**config.mk**
```make
export PLATFORM = sky130hd
export DESIGN_NAME = sccb_arbiter
export DESIGN_NICKNAME = d
export VERILOG_FILES = /design/src/rtl/sccb_arb_pkg.sv /design/src/rtl/sccb_arb_req_slot.sv /design/src/rtl/sccb_arbiter.sv
export SDC_FILE = /design/constraint.sdc
export NUM_CORES = 1
export LEC_CHECK = 0
export BUFFER_PORTS_ARGS = -buffer_cell sky130_fd_sc_hd__buf_2
export CAP_MARGIN = 40
export CORE_MARGIN = 2
export CORE_UTILIZATION = 48
export CTS_CLUSTER_DIAMETER = 80
export CTS_CLUSTER_SIZE = 28
export DETAILED_ROUTE_END_ITERATION = 10
export PLACE_DENSITY = 0.64
export SKIP_LAST_GASP = 1
export SLEW_MARGIN = 20
export SYNTH_ARGS = -nofsm -noshare
export SYNTH_HDL_FRONTEND = slang
export SYNTH_SLANG_ARGS = --single-unit
```
**constraint.sdc**
```tcl
create_clock -name clk -period 7.3 [get_ports clk]
set_input_delay 0.365 -clock clk [delete_from_list [all_inputs] [get_ports clk]]
set_output_delay 0.365 -clock clk [all_outputs]
set_load 0.05 [all_outputs]
```
**src/rtl/sccb_arb_pkg.sv**
```systemverilog
// Shared types and helpers for the SCCB arbiter: FSM states, requester ids
// and the watchdog cycle-count calculation.
package sccb_arb_pkg;

  typedef enum logic [1:0] {IDLE, ISSUE, WAIT_BUSY, WAIT_DONE} state_t;

  typedef enum logic {REQ_A, REQ_B} req_id_t;

  localparam int unsigned ACK_WAIT_DEFAULT = 4;

  function automatic logic [31:0] timeout_cycles(input int unsigned clk_freq,
                                                 input int unsigned timeout_ms);
    return 32'(timeout_ms * (clk_freq / 1000));
  endfunction

endpackage

```
**src/rtl/sccb_arb_req_slot.sv**
```systemverilog
// One-deep command buffer for a single requester; a start while full is
// dropped and reported as an overrun.
module sccb_arb_req_slot
  import sccb_arb_pkg::*;
(
  input  logic       clk,
  input  logic       rst,
  input  logic       start,
  input  logic [7:0] addr_in,
  input  logic [7:0] data_in,
  input  logic       clear_cmd,
  output logic       pending,
  output logic       ready,
  output logic       overrun,
  output logic [7:0] addr,
  output logic [7:0] data
);

  // clear_cmd only fires while pending is set, so it never races a capture
  always_ff @(posedge clk or posedge rst) begin
    if (rst) begin
      pending <= 1'b0;
      addr    <= 8'h00;
      data    <= 8'h00;
    end else if (start && !pending) begin
      pending <= 1'b1;
      addr    <= addr_in;
      data    <= data_in;
    end else if (clear_cmd) begin
      pending <= 1'b0;
    end
  end

  assign ready   = ~pending;
  assign overrun = start & pending;

endmodule

```
**src/rtl/sccb_arbiter.sv**
```systemverilog
// Round-robin arbiter sharing one SCCB master between the config sequencer (A)
// and the runtime register writer (B), with ack/stall watchdogs.
module sccb_arbiter
  import sccb_arb_pkg::*;
#(
  parameter int unsigned CLK_FREQ   = 25000000,
  parameter int unsigned TIMEOUT_MS = 2,
  parameter int unsigned ACK_WAIT   = ACK_WAIT_DEFAULT
) (
  input  logic       clk,
  input  logic       rst,
  input  logic       a_start,
  input  logic [7:0] a_addr,
  input  logic [7:0] a_data,
  output logic       a_ready,
  output logic       a_done,
  input  logic       b_start,
  input  logic [7:0] b_addr,
  input  logic [7:0] b_data,
  output logic       b_ready,
  output logic       b_done,
  input  logic       SCCB_interface_ready,
  output logic       SCCB_interface_start,
  output logic [7:0] SCCB_interface_addr,
  output logic [7:0] SCCB_interface_data,
  output logic       busy,
  output logic       err_timeout,
  output logic       err_overrun,
  input  logic       err_clear
);

  localparam logic [31:0] TIMEOUT_CYCLES = timeout_cycles(CLK_FREQ, TIMEOUT_MS);

  state_t      state;
  req_id_t     grant, last_grant, next_grant;
  logic [15:0] ack_cnt;
  logic [31:0] wd_cnt;
  logic        pend_a, pend_b, ovr_a, ovr_b;
  logic [7:0]  slot_a_addr, slot_a_data, slot_b_addr, slot_b_data;
  logic        finish, abort, clr_a, clr_b;

  sccb_arb_req_slot u_slot_a (
    .clk(clk), .rst(rst), .start(a_start), .addr_in(a_addr), .data_in(a_data),
    .clear_cmd(clr_a), .pending(pend_a), .ready(a_ready), .overrun(ovr_a),
    .addr(slot_a_addr), .data(slot_a_data)
  );

  sccb_arb_req_slot u_slot_b (
    .clk(clk), .rst(rst), .start(b_start), .addr_in(b_addr), .data_in(b_data),
    .clear_cmd(clr_b), .pending(pend_b), .ready(b_ready), .overrun(ovr_b),
    .addr(slot_b_addr), .data(slot_b_data)
  );

  // Completion and both watchdog aborts release the granted buffer on the same edge
  always_comb begin
    finish = (state == WAIT_DONE) && SCCB_interface_ready;
    abort  = ((state == WAIT_BUSY) && SCCB_interface_ready && (ack_cnt == 16'd0)) ||
             ((state == WAIT_DONE) && !SCCB_interface_ready && (wd_cnt == 32'd0));
    clr_a  = (finish || abort) && (grant == REQ_A);
    clr_b  = (finish || abort) && (grant == REQ_B);
    if (pend_a && pend_b)
      next_grant = (last_grant == REQ_B) ? REQ_A : REQ_B;
    else if (pend_a)
      next_grant = REQ_A;
    else
      next_grant = REQ_B;
  end

  always_ff @(posedge clk or posedge rst) begin
    if (rst) begin
      state                <= IDLE;
      grant                <= REQ_A;
      last_grant           <= REQ_B;
      ack_cnt              <= 16'd0;
      wd_cnt               <= 32'd0;
      SCCB_interface_start <= 1'b0;
      SCCB_interface_addr  <= 8'h00;
      SCCB_interface_data  <= 8'h00;
      a_done               <= 1'b0;
      b_done               <= 1'b0;
      busy                 <= 1'b0;
    end else begin
      SCCB_interface_start <= 1'b0;
      a_done               <= 1'b0;
      b_done               <= 1'b0;
      unique case (state)
        IDLE: begin
          if ((pend_a || pend_b) && SCCB_interface_ready) begin
            grant                <= next_grant;
            state                <= ISSUE;
            busy                 <= 1'b1;
            SCCB_interface_start <= 1'b1;
            SCCB_interface_addr  <= (next_grant == REQ_A) ? slot_a_addr : slot_b_addr;
            SCCB_interface_data  <= (next_grant == REQ_A) ? slot_a_data : slot_b_data;
          end
        end
        ISSUE: begin
          ack_cnt <= 16'(ACK_WAIT);
          state   <= WAIT_BUSY;
        end
        WAIT_BUSY: begin
          if (!SCCB_interface_ready) begin
            wd_cnt <= TIMEOUT_CYCLES;
            state  <= WAIT_DONE;
          end else if (ack_cnt == 16'd0) begin
            state      <= IDLE;
            busy       <= 1'b0;
            last_grant <= grant;
          end else begin
            ack_cnt <= ack_cnt - 16'd1;
          end
        end
        WAIT_DONE: begin
          if (SCCB_interface_ready) begin
            a_done     <= (grant == REQ_A);
            b_done     <= (grant == REQ_B);
            state      <= IDLE;
            busy       <= 1'b0;
            last_grant <= grant;
          end else if (wd_cnt == 32'd0) begin
            state      <= IDLE;
            busy       <= 1'b0;
            last_grant <= grant;
          end else begin
            wd_cnt <= wd_cnt - 32'd1;
          end
        end
        default: state <= IDLE;
      endcase
    end
  end

  // A new error event outranks a same-cycle clear
  always_ff @(posedge clk or posedge rst) begin
    if (rst) begin
      err_timeout <= 1'b0;
      err_overrun <= 1'b0;
    end else begin
      if (abort)
        err_timeout <= 1'b1;
      else if (err_clear)
        err_timeout <= 1'b0;
      if (ovr_a || ovr_b)
        err_overrun <= 1'b1;
      else if (err_clear)
        err_overrun <= 1'b0;
    end
  end

endmodule

```
Word level (Yosys, flattened, before mapping)
Cells that the tools add are included.
W data, S select, Z words.

operators by class
  add/subtract/negate cells = 2
  multipliers = 0
  divide/modulo/power cells = 0
  magnitude comparators = 0
  equality and inequality tests = 12
  shifts and indexed selects = 0
  muxes and demuxes = 42
  bitwise gates (word level) = 5
  reductions and logical operators = 34

operators with widths
  kind                     number
  $mux W32                 3
  $pmux W32 S2             1
  $logic_not A32 Y1        1
  $mux W16                 2
  $pmux W16 S2             1
  $sub A32 B1 Y32 const B  1
  $mux W1                  25
  $logic_not A16 Y1        1
  $mux W8                  2
  $sub A16 B1 Y16 const B  1
  $ne A2 B2 Y1 const B     6
  $reduce_bool A2 Y1       6
  $logic_and A1 B1 Y1      11
  $mux W2                  5
  $pmux W2 S4              1
  $reduce_and A4 Y1        2
  $ne A3 B2 Y1 const B     2
  $reduce_and A3 Y1        2
  $reduce_and A5 Y1        1
  $eq A2 B2 Y1 const B     2
  $logic_or A1 B1 Y1       4
  $logic_not A1 Y1         3
  $not A1 Y1               3
  $pmux W1 S3              1
  other kinds (7)          8

word-level totals
  register bits after elaboration = 108
  latch bits = 0
  RAM bits = 0
  bits in read-only memories = 0
  bits of input ports = 38
  output and inout bits = 24
  logic and storage cells = 114
  memories = 0

Longest topological paths before layout
  depth in word-level cells = 8
  depth in mapped cells = 9
  gate-level depth less buffers = 7

Cells and area by module
Synthesis repeated with hierarchy kept, for this count alone.

second synthesis, totals
  cell total of the unflattened synthesis = 480
  area, all modules = 5226.3 µm²

modules (own cells, without submodules)
  module             times used  cells an instance  area each (µm²)  sequential area each (µm²)
  sccb_arbiter       1           400                3822.4           1853.0
  sccb_arb_req_slot  2           40                 701.9            425.4

Worst setup path after synthesis
No wires, ideal clock.

  path kind = register -> register
  from = register ack_cnt[0]
  to = register ack_cnt[0]
  library setup time = 0.121 ns
  arrival = 2.350 ns
  required time = 7.179 ns
  path slack = 4.830 ns
  cell stages (with the launch flop) = 9
  buffers on the path = 1
  clock period less this slack = 2.470 ns
  cells stage by stage = dfrtp_1 > inv_1 > ha_1 > or4b_2 > or4_1 > clkbuf_1 > o21ai_2 > o21ai_0 > a22o_1

on the way
  cells in the longest elaborated chain, start to end = 4
  elaborated cells on any way between the ends = 7
  classes of those cells = add/sub: 1; eq/ne: 1; mux: 3; reduce/logical: 2

ends and longest elaborated chain
  item                    line                 text
  from (decl)             sccb_arbiter.sv:36   logic [15:0] ack_cnt;
  from (signal assigned)  sccb_arbiter.sv:98   ack_cnt <= 16'(ACK_WAIT);
  from (signal assigned)  sccb_arbiter.sv:110  ack_cnt <= ack_cnt - 16'd1;
  $sub A16 B1 Y16         sccb_arbiter.sv:110
  $mux W16                sccb_arbiter.sv:105  end else if (ack_cnt == 16'd0) begin
  $mux W16                sccb_arbiter.sv:102  if (!SCCB_interface_ready) begin
  $pmux W16 S2            sccb_arbiter.sv:86   unique case (state)

Parallel ways exist; a longest one is shown, timed or not. The select of a mux whose other input is x is not followed.
A chain may end at the register's enable or synchronous reset.

Worst setup path in the final report
  from = register wd_cnt[11]
  to = register wd_cnt[1]

on the way
  cells in the longest elaborated chain, start to end = 3

ends and longest elaborated chain
  item                                line                 text
  from (decl)                         sccb_arbiter.sv:37   logic [31:0] wd_cnt;
  from (signal assigned)              sccb_arbiter.sv:125  wd_cnt <= wd_cnt - 32'd1;
  $logic_not A32 Y1                   sccb_arbiter.sv:120  end else if (wd_cnt == 32'd0) begin
  $ne A2 B2 Y1 (no source line)       n/a
  $reduce_and A4 Y1 (no source line)  n/a

Every way passes these cells.

==> qor.yml <==
floorplanning:
  ios: 62
  dieArea_um2: 11680
  fp-row-count: 38
  core_um2: 10700
  die_w_um: 108.1
  die_h_um: 108.1
  start_util: 0.4861
timing:
  hold_slack_ps: 168.0
  fin_skew_ps: 8.826
  finalMaxSlewViolations: 0
  rsz0062_at_grt: "false"
  finalSetupViolations: 0
  layout_min_cycle_time_ps: 2979
  tns_ps: 0
  slew_headroom: 0.3655
  hold_violations: 0
  worst_pin_slew_ps: 943.1
  post-route-period-util: 0.4081
  clock.fmax_ghz: 0.3356
setup_path:
  cp_max_fo: 12
  startpoint_type: "flip-flop"
  required_ps: 7580
  critPathCaptureType: "flip-flop"
  rr_endpoint: "wd_cnt[1]"
  r2r_cells: 6
  critPathKind: "flip-flop to flip-flop"
  arrival_ps: 3260
  crit_start: "wd_cnt[11]"
  reg2reg_from: "wd_cnt[11]"
  setup.reg_to_reg.worst_slack_ps: 4320
pwr:
  power_frac_seq: 0.419
  power_leakage_nw: 2.596
  vdd_drop_max_mv: 0.2870
  pwr-share-clk: 0.144
  p_per_area_nw_per_um2: 406.5
  p_sw_frac: 0.4338
  p_int_mw: 1.348
  power_mw: 2.382
  power_switching_mw: 1.033
  comb_power_share: 0.437
clocking:
  h-tree-depth: 3
  numCtsBuffers: 9
  cts.repair.resized: 0
  post-cts-setup-buffers: 0
  cts_tree: "yes"
  clockBufferDepth: 2
  root_buffer: "clkbuf_8"
  holdBufCountCts: 1
  cts.sinks: 108
  insertion_delay_ps: 380
  clkSlewWorstSetupHoldPaths_ps: 100
synthesis:
  synthArstFlopShare: 1.000
  syn_area_per_cell_um2: 10.70
  ys_warn_count: 0
  ys_ff_latch: 108
  synth_fp_nets: 527
  synth_ff_type: "dfrtp_1"
  syn_inst: 486
  ys_seq_area_frac: 0.5200
  synth-edff-count: 0
  synth_cell_types: 60
  synth_area_um2: 5200
placement:
  dp_hpwl_um: 7500
  io_buffer_count: 61
  dpl_cell_area_um2: 5672
  globalplace.congestion: 0.7860
cells_and_area:
  final_cell_mix: "107 x dfrtp_1, 61 x buf_2, 51 x nor2_1"
  drive_gt1_frac: 0.2578
  area_growth_pct: 12.68
  fill_cells: 955
  final_common_cell: "dfrtp_1"
  fin_area_um2: 5859
  nets: 583
  num_antenna_cells: 0
route:
  wire_per_inst_um: 15.89
  num_vias: 3907
  drt_iter0_markers: 183
  drc_errors: 0
  vias_per_cell: 5.687
  drtPass1Iterations: 4
  drt-total-wl_um: 10920
  drtAntennaViolNets: 0
job:
  maxCapViolations: 0
global_routing:
  grt_overflow: 0
  grt_max_degree: 57
  grt_pass1_vias: 3751
  grt.total_usage: 0.1991
  grt_pass1_wl_um: 18180
  antenna_found_initial: 0
worst_hold_path:
  hp-start: "err_clear"
  whs_path_depth: 2
  hold_class: "input port to flip-flop"
  whs_endpoint: "err_overrun"
run_status:
  status: "completed"
==> metrics by stage <==
step                      std cells    util  setup WS (ps)
after floorplan                 486       -           4091
after global placement          668  0.5269           4209
after detailed placement        670  0.5302           4353
after CTS                       687  0.5477           4357
after global routing            687  0.5477           4203
final                           687  0.5477           4321
==> power by group through the flow <==
stage	clock (mW)	combinational [mW]	sequential, mW
after floorplan	0	0.677	1.13
after global placement	0	1.02	0.995
after detailed placement	0	1.05	1.01
after CTS	0.352	1.05	0.999
after global routing	0.373	1.14	1.03
final	0.343	1.04	0.998
==> metal layers <==
layer  track usage  up-vias  wire length (µm)
met3       0.05847       13               663
met4       0.08059        0               185
met1        0.2652     1933              4974
met5             0        -                 0
met2        0.3068       70              5091
li1              -     1891                 -
==> registers in the layout (all words and copies together), names as in the netlist, 2 cells and up <==
signal and flops:
SCCB_interface_addr 8, SCCB_interface_data 8, ack_cnt 16, state 2, u_slot_a.addr 8, u_slot_a.data 8
u_slot_b.addr 8, u_slot_b.data 8, wd_cnt 32
==> cells by family (layout without fill, tap and decap cells) <==
family                   after synthesis  after routing  synth area share
multiplexers                          52             52            0.1088
adder cells (fa/ha/maj)                3              3          0.007219
buffers and inverters                 39            100           0.03056
flip-flops                           108            108            0.5200
AO/OA/AOI/OAI                         97             97            0.1249
AND/OR/NAND/NOR                      170            170            0.1800
XOR/XNOR                              17             17           0.02863
==> worst max-delay path, stage by stage (launching register included) <==
cell     delay (ps)
dfrtp_1         410
nor4_1          830
nand3_1         430
o31ai_2         650
buf_4           290
o22ai_1         100
a22o_1          180
==> area by class of cell <==
cell class	count	area, µm²	share of cell area
Multi-Input combinational cell	339	2352	0.4015
Inverter	14	55.05	0.009396
Clock buffer	11	141.4	0.02413
Sequential cell	108	2704	0.4615
Tap cell	140	175.2	0.02990
Clock inverter	5	36.28	0.006193
Timing Repair Buffer	70	395.4	0.06748
==> synthesized netlist by cell type, types with 5 or more instances <==
cell	n	area (µm²)
o21ai_0	18	90.09
nor3_1	8	40.04
or4_1	12	90.09
nand2b_1	5	31.28
mux2i_1	19	190.2
or3_1	10	62.56
a21oi_1	33	165.2
dfrtp_1	107	2678
nand4_1	5	31.28
o2111ai_1	6	52.55
nor4_1	14	87.58
o31ai_1	9	67.56
mux2_2	32	360.4
nand2_1	19	71.32
inv_1	14	52.55
nor2_1	51	191.4
xor2_1	14	122.6
a22o_1	5	43.79
nand3_1	14	70.07
clkbuf_1	17	63.81
==> worst max path at each step <==
stage	to	slack, ps	depth (start not counted)
2_1_floorplan	SCCB_interface_addr[0]	4090	1
3_3_place_gp	wd_cnt[1]	4210	5
3_5_place_dp	wd_cnt[0]	4350	6
4_1_cts	wd_cnt[0]	4360	6
5_1_grt	wd_cnt[1]	4200	6
6_report	wd_cnt[1]	4320	6
Note: power is estimated with default switching activity, not from simulation.
